## config.mk

```make
export PLATFORM = sky130hd
export DESIGN_NAME = dag2_result_fifo_flat
export DESIGN_NICKNAME = d
export VERILOG_FILES = /design/src/rtl/dag2_result_fifo_pkg.sv /design/src/rtl/dag2_result_fifo_if.sv /design/src/rtl/dag2_result_fifo_mem.sv /design/src/rtl/dag2_result_fifo.sv /design/src/flat_wrapper.sv
export SDC_FILE = /design/constraint.sdc
export NUM_CORES = 1
export LEC_CHECK = 0
export BUFFER_PORTS_ARGS = -buffer_cell sky130_fd_sc_hd__buf_2
export CORE_MARGIN = 5
export CORE_UTILIZATION = 30
export CTS_CLUSTER_DIAMETER = 100
export DETAILED_ROUTE_END_ITERATION = 7
export MAX_ROUTING_LAYER = met4
export PLACE_DENSITY = 0.51
export SYNTH_ARGS = -nofsm -noshare
export SYNTH_HDL_FRONTEND = slang
export SYNTH_HIERARCHICAL = 1
export SYNTH_SLANG_ARGS = --single-unit
```

## constraint.sdc

```tcl
create_clock -name clock -period 2.2 [get_ports clock]
set_input_delay 0 -clock clock [delete_from_list [all_inputs] [get_ports clock]]
set_output_delay 0 -clock clock [all_outputs]
set_load 0.005 [all_outputs]
```

## src/rtl/dag2_result_fifo_pkg.sv

```systemverilog
// Shared types and default sizes for the dag2 result FIFO.
// State encodings: EMPTY = 0, PARTIAL = 1, FULL = 2; code 3 is illegal.
package dag2_result_fifo_pkg;

    localparam int DAG2_BITS  = 2;
    localparam int DAG2_DEPTH = 4;
    localparam int DAG2_ADDR  = 2;

    typedef enum logic [1:0] {
        ST_EMPTY   = 2'd0,
        ST_PARTIAL = 2'd1,
        ST_FULL    = 2'd2
    } fifo_state_t;

endpackage

```

## src/rtl/dag2_result_fifo_if.sv

```systemverilog
// Producer/consumer handshake bundle of the dag2 result FIFO; the master drives data in and ready.
// The FIFO connects through the slave modport, which drives valid, head data and status flags.
interface dag2_result_fifo_if #(
    parameter int BITS = 2,
    parameter int ADDR = 2
);
    logic            in_valid;
    logic [BITS-1:0] in_data0;
    logic            in_data1;
    logic            out_ready;
    logic            out_valid;
    logic [BITS-1:0] out_data0;
    logic            out_data1;
    logic            full;
    logic            empty;
    logic [ADDR:0]   count;
    logic            overflow;

    modport master (
        output in_valid, in_data0, in_data1, out_ready,
        input  out_valid, out_data0, out_data1, full, empty, count, overflow
    );

    modport slave (
        input  in_valid, in_data0, in_data1, out_ready,
        output out_valid, out_data0, out_data1, full, empty, count, overflow
    );
endinterface

```

## src/rtl/dag2_result_fifo_mem.sv

```systemverilog
// DEPTH x W register file for the result FIFO: synchronous write, asynchronous read.
// Contents are deliberately not reset; the control logic gates what is visible.
module dag2_fifo_mem #(
    parameter int W     = 3,
    parameter int DEPTH = 4,
    parameter int ADDR  = 2
) (
    input  logic            clock,
    input  logic            we,
    input  logic [ADDR-1:0] waddr,
    input  logic [W-1:0]    wdata,
    input  logic [ADDR-1:0] raddr,
    output logic [W-1:0]    rdata
);
    logic [W-1:0] mem [DEPTH];

    always_ff @(posedge clock) begin
        if (we) mem[waddr] <= wdata;
    end

    assign rdata = mem[raddr];
endmodule

```

## src/rtl/dag2_result_fifo.sv

```systemverilog
// Result FIFO behind dag2: entries pushed at edge N are visible at N+1 (no bypass); drops on full set sticky overflow.
// Backpressure via out_ready; a full FIFO still accepts when popping the same cycle. DAG2_FIFO_STATS_EN adds push/drop counters.
module dag2_result_fifo
    import dag2_result_fifo_pkg::*;
#(
    parameter int BITS  = DAG2_BITS,
    parameter int DEPTH = DAG2_DEPTH,
    parameter int ADDR  = DAG2_ADDR
) (
    input  logic                clock,
    input  logic                reset,
    dag2_result_fifo_if.slave   bus
`ifdef DAG2_FIFO_STATS_EN
    ,
    output logic [7:0]          push_count,
    output logic [7:0]          drop_count
`endif
);
    localparam logic [ADDR:0] CNT_LAST = (ADDR+1)'(DEPTH-1);
    localparam logic [ADDR:0] CNT_ONE  = (ADDR+1)'(1);

    logic [ADDR-1:0] rd_ptr;
    logic [ADDR-1:0] wr_ptr;
    logic [ADDR:0]   cnt;
    logic            ovf;
    fifo_state_t     state;
    logic [BITS:0]   rdata;
    logic            pop;
    logic            push;
    logic            drop;

    assign bus.out_valid = (state == ST_PARTIAL) || (state == ST_FULL);
    assign bus.full      = (state == ST_FULL);
    assign bus.empty     = !bus.out_valid;
    assign bus.count     = cnt;
    assign bus.overflow  = ovf;

    assign pop  = bus.out_valid & bus.out_ready;
    assign push = bus.in_valid & (!bus.full | pop);
    assign drop = bus.in_valid & bus.full & !pop;

    dag2_fifo_mem #(.W(BITS+1), .DEPTH(DEPTH), .ADDR(ADDR)) u_mem (
        .clock (clock),
        .we    (push),
        .waddr (wr_ptr),
        .wdata ({bus.in_data0, bus.in_data1}),
        .raddr (rd_ptr),
        .rdata (rdata)
    );

    // Storage is never cleared, so stale contents are masked while empty.
    assign bus.out_data0 = bus.out_valid ? rdata[BITS:1] : '0;
    assign bus.out_data1 = bus.out_valid ? rdata[0] : 1'b0;

    always_ff @(posedge clock or posedge reset) begin
        if (reset) begin
            rd_ptr <= '0;
            wr_ptr <= '0;
            cnt    <= '0;
            ovf    <= 1'b0;
            state  <= ST_EMPTY;
        end else begin
            if (push) wr_ptr <= wr_ptr + 1'b1;
            if (pop)  rd_ptr <= rd_ptr + 1'b1;
            if (push && !pop)      cnt <= cnt + 1'b1;
            else if (pop && !push) cnt <= cnt - 1'b1;
            if (drop) ovf <= 1'b1;

            case (state)
                ST_EMPTY: begin
                    if (push) state <= ST_PARTIAL;
                end
                ST_PARTIAL: begin
                    if (push && !pop && cnt == CNT_LAST)     state <= ST_FULL;
                    else if (pop && !push && cnt == CNT_ONE) state <= ST_EMPTY;
                end
                ST_FULL: begin
                    if (pop && !push) state <= ST_PARTIAL;
                end
                default: begin
                    // Illegal code: restart coherently from empty.
                    state  <= ST_EMPTY;
                    cnt    <= '0;
                    rd_ptr <= '0;
                    wr_ptr <= '0;
                end
            endcase
        end
    end

`ifdef DAG2_FIFO_STATS_EN
    always_ff @(posedge clock or posedge reset) begin
        if (reset) begin
            push_count <= 8'd0;
            drop_count <= 8'd0;
        end else begin
            if (push) push_count <= push_count + 8'd1;
            if (drop && drop_count != 8'hFF) drop_count <= drop_count + 8'd1;
        end
    end
`endif
endmodule

```

## src/flat_wrapper.sv

```systemverilog
// flat-port wrapper written by rule: the top's interface ports become plain ports
module dag2_result_fifo_flat import dag2_result_fifo_pkg::*;
#(
    parameter int BITS  = DAG2_BITS,
    parameter int DEPTH = DAG2_DEPTH,
    parameter int ADDR  = DAG2_ADDR
)
  (clock, reset, bus_in_valid, bus_in_data0, bus_in_data1, bus_out_ready, bus_out_valid, bus_out_data0, bus_out_data1, bus_full, bus_empty, bus_count, bus_overflow);
  dag2_result_fifo_if #(.BITS(BITS), .ADDR(ADDR)) bus_i ();
  input  logic clock;
  input  logic reset;
  input wire logic [$bits(bus_i.in_valid)-1:0] bus_in_valid;
  input wire logic [$bits(bus_i.in_data0)-1:0] bus_in_data0;
  input wire logic [$bits(bus_i.in_data1)-1:0] bus_in_data1;
  input wire logic [$bits(bus_i.out_ready)-1:0] bus_out_ready;
  output wire logic [$bits(bus_i.out_valid)-1:0] bus_out_valid;
  output wire logic [$bits(bus_i.out_data0)-1:0] bus_out_data0;
  output wire logic [$bits(bus_i.out_data1)-1:0] bus_out_data1;
  output wire logic [$bits(bus_i.full)-1:0] bus_full;
  output wire logic [$bits(bus_i.empty)-1:0] bus_empty;
  output wire logic [$bits(bus_i.count)-1:0] bus_count;
  output wire logic [$bits(bus_i.overflow)-1:0] bus_overflow;
  assign bus_i.in_valid = bus_in_valid;
  assign bus_i.in_data0 = bus_in_data0;
  assign bus_i.in_data1 = bus_in_data1;
  assign bus_i.out_ready = bus_out_ready;
  assign bus_out_valid = bus_i.out_valid;
  assign bus_out_data0 = bus_i.out_data0;
  assign bus_out_data1 = bus_i.out_data1;
  assign bus_full = bus_i.full;
  assign bus_empty = bus_i.empty;
  assign bus_count = bus_i.count;
  assign bus_overflow = bus_i.overflow;
  dag2_result_fifo #(.BITS(BITS), .DEPTH(DEPTH), .ADDR(ADDR)) u_core (.clock(clock), .reset(reset), .bus(bus_i));
endmodule
```

==> flow_metrics.py <==
metrics = {
    "outcome": {
        "status": "finished, final reports clean",
    },
    "layout": {
        "final_core_util_pct": 37.99,
        "drive_gt1_share_pct": 21.43,
        "diodes": 0,
        "synthToLayoutAreaGrowth_pct": 21.74,
        "fin_nets": 129,
        "design_area_sq_mm": 0.001401,
    },
    "route": {
        "drc": 0,
        "first_pass_iters": 4,
        "wl_mm": 2.151,
        "vias": 729,
        "wl_per_cell_microns": 13.44,
        "drt_iter0_drc": 35,
        "antenna_left": 0,
        "vias_per_cell": 4.556,
    },
    "min_path": {
        "min_from": "bus_in_valid",
        "hold_end": "u_core/bus.count[1]",
        "hold_path.class": "input port to flop",
        "hold_depth": 2,
    },
    "grt": {
        "grt-ovfl-total": 0,
        "track_usage_pct": 9.334,
        "top_usage_layer": "met2",
        "grt_max_degree": 14,
        "grt_pass1_wl_mm": 3.622,
        "use_met2_pct": 14.59,
        "grt_pass1_vias": 743,
        "grt_use_met1_pct": 11.99,
        "grt_util_met3_pct": 1.247,
        "antenna_found_initial": 0,
    },
    "sta": {
        "rsz0062_at_grt": "no",
        "setup_viol_count_final": 0,
        "worstMarginPinSlew_ns": 0.4863,
        "clock_skew_ns": 0.003386,
        "finalHoldViolCount": 0,
        "fmax_mhz": 511.1,
        "finalSetupTns_ns": 0,
        "fin_crit_ns": 1.957,
        "slew_viol_final": 0,
        "fin_crit_sh_pct": 88.94,
        "slew_headroom_pct": 67.51,
    },
    "setup_path": {
        "critPathArrivalTime_ns": 1.86,
        "worst-endpoint-required_ns": 2.10,
        "crit_chain": "inv_1, ha_1, a21bo_1, and2_1, nor3b_1",
        "path_buf_inv": 1,
        "max_stage_delay_ns": 0.45,
        "reg2regPathDepth": 5,
        "cpMaxStageDelayCell": "nor3b_1",
        "crit_start": "u_core/state[0]",
        "cp_max_fo": 5,
        "r2r_end": "u_core/u_mem/mem[0][1]",
        "worst-r2r-setup-slack_ns": 0.24,
        "path_delay_family": "simple AND/OR/NAND/NOR gates",
        "path_class": "flop to flop",
        "crit_path_end_kind": "flop",
        "startpoint_type": "flop",
        "r2r-start": "u_core/state[0]",
    },
    "yosys": {
        "synth-main-ff-cell": "edfxtp_1",
        "synth_nets": 104,
        "yosys.area.top_type": "edfxtp_1",
        "mappedNetlistArea_sq_mm": 0.001151,
        "syn-instance-count": 88,
        "synth-edff-count": 12,
        "ys_warn_count": 6,
        "async_flop_share_pct": 45.45,
        "netlist_top_cells_area": "edfxtp_1 (31%), dfrtp_1 (22%), ha_1 (9.8%)",
        "yosysSeqAreaShare_pct": 53.04,
        "synth-seq-cells": 22,
        "avgSynthCellArea_sq_um": 13.08,
        "synth_top_area_share_pct": 31.30,
        "netlist-cell-type-count": 31,
    },
    "die": {
        "dieArea_sq_mm": 0.005176,
        "start_util_pct": 31.21,
        "rows": 22,
        "io_pins": 17,
        "coreArea_sq_mm": 0.003689,
        "die_w_microns": 71.95,
        "die_y_microns": 71.95,
    },
    "job": {
        "maxCapViolCount": 0,
    },
    "power_and_ir_drop": {
        "peakVddDrop_mv": 0.3821,
        "powerDensity_mw_per_mm2": 1313,
        "leakage_nw": 0.6270,
    },
    "clock_tree": {
        "cts.path.max_buffers": 2,
        "h-tree-depth": 1,
        "clkTransAtPathRegs_ns": 0.08,
        "cts_root_buf": "clkbuf_8",
        "clock_latency_ns": 0.26,
        "cts_setup_buffers": 0,
        "ctsResizeCount": 0,
        "numCtsBuffers": 3,
        "cts_tree": "done",
        "cts_sinks": 22,
    },
    "place": {
        "gp_congestion": 0.7579,
        "dp_hpwl_mm": 1.641,
        "place_area_sq_mm": 0.001290,
        "io_buffer_count": 16,
    },
}
==> worst max-delay path by stage <==
stage                                         to  slack [ns]  depth (start not counted)
after CTS                 u_core/u_mem/mem[0][1]        0.25                          5
after global placement    u_core/u_mem/mem[0][0]        0.39                          5
after detailed placement  u_core/u_mem/mem[0][1]        0.26                          5
final                     u_core/u_mem/mem[0][1]        0.24                          5
after global routing      u_core/u_mem/mem[0][2]        0.07                          5
after floorplan           u_core/u_mem/mem[0][0]        0.27                          6
==> cells in the mapped netlist (all sizes together) (2+ instances only) <==
library cell / count
a211oi: 2
a21oi: 5
and2: 4
and3: 2
and3b: 2
buf: 2
dfrtp: 10
edfxtp: 12
ha: 9
inv: 7
mux4: 3
nand3: 2
nor2: 7
o21ai: 2
xnor2: 3
xor2: 3
==> flip-flops by register name, indices dropped and copies added, names as in the netlist <==
| name | cells |
|---|---|
| u_core/state | 2 |
| u_core/bus.overflow | 1 |
| u_core/u_mem/mem | 12 |
| u_core/wr_ptr | 2 |
| u_core/bus.count | 3 |
| u_core/rd_ptr | 2 |
==> power breakdown <==
part | internal (mW) | switching (mW)
Combinational | 0.389 | 0.384
Sequential | 0.579 | 0.121
Clock | 0.243 | 0.125
Total | 1.21 | 0.630
==> metal layers <==
layer / routed length [microns] / vias up / part of all wire (%)
li1: - / 366 / -
met1: 1015 / 350 / 47
met2: 1044 / 11 / 49
met3: 54 / 2 / 2.5
met4: 36 / 0 / 1.7
met5: 0 / - / 0
==> cells in the final DEF (no fill, tap or decap), types with 2 or more instances in the layout <==
cell type      netlist  final
a211oi_1             2      2
a21oi_1              4      4
and2_1               4      4
and3_1               2      2
and3b_1              2      2
buf_2                1     16
buf_4                0      2
clkbuf_8             0      3
dfrtp_1             10     10
dlygate4sd3_1        0      4
edfxtp_1            12     12
ha_1                 9      9
inv_1                7      7
mux4_1               3      3
nand3_1              2      2
nor2_1               7      7
o21ai_1              2      2
xnor2_1              3      3
xor2_1               3      3
==> per-stage QoR <==
stage,cells,power (mW),hold slack (ns),setup slack (ns)
2_1_floorplan,88,1.223,-0.1598,0.2719
3_3_place_gp,152,1.470,0.009316,0.3935
3_5_place_dp,152,1.493,0.03117,0.2617
4_1_cts,160,1.873,0.08362,0.2507
5_1_grt,160,2.001,0.1107,0.06855
6_report,160,1.841,0.07809,0.2432
==> timing repair <==
item / CTS / global route
hold buffers: 4 / 0
endpoints found under the setup margin: 0 / 0
hold endpoints to repair: 22 / 0
==> logic make-up (layout without fill, tap and decap cells) <==
family	Yosys count	count (layout)	synth area share (%)
AOI/OAI and AO/OA	15	15	9.675
muxes	4	4	7.718
adders and majority gates	9	9	9.783
buffers and inverters	9	33	3.696
xor gates and xnor gates	6	6	4.566
DFF	22	22	53.04
and+or+nand+nor	23	23	11.52
==> final cells by class <==
cell class	count	area, sq um
tap	48	60.06
sequential	22	610.6
multi-input combinational	57	498.0
clock buffer	3	41.29
fill	375	2287
clock inverter	1	30.03
inverter	7	26.28
timing repair buffer	22	135.1
(Power assumes the default switching activity.)
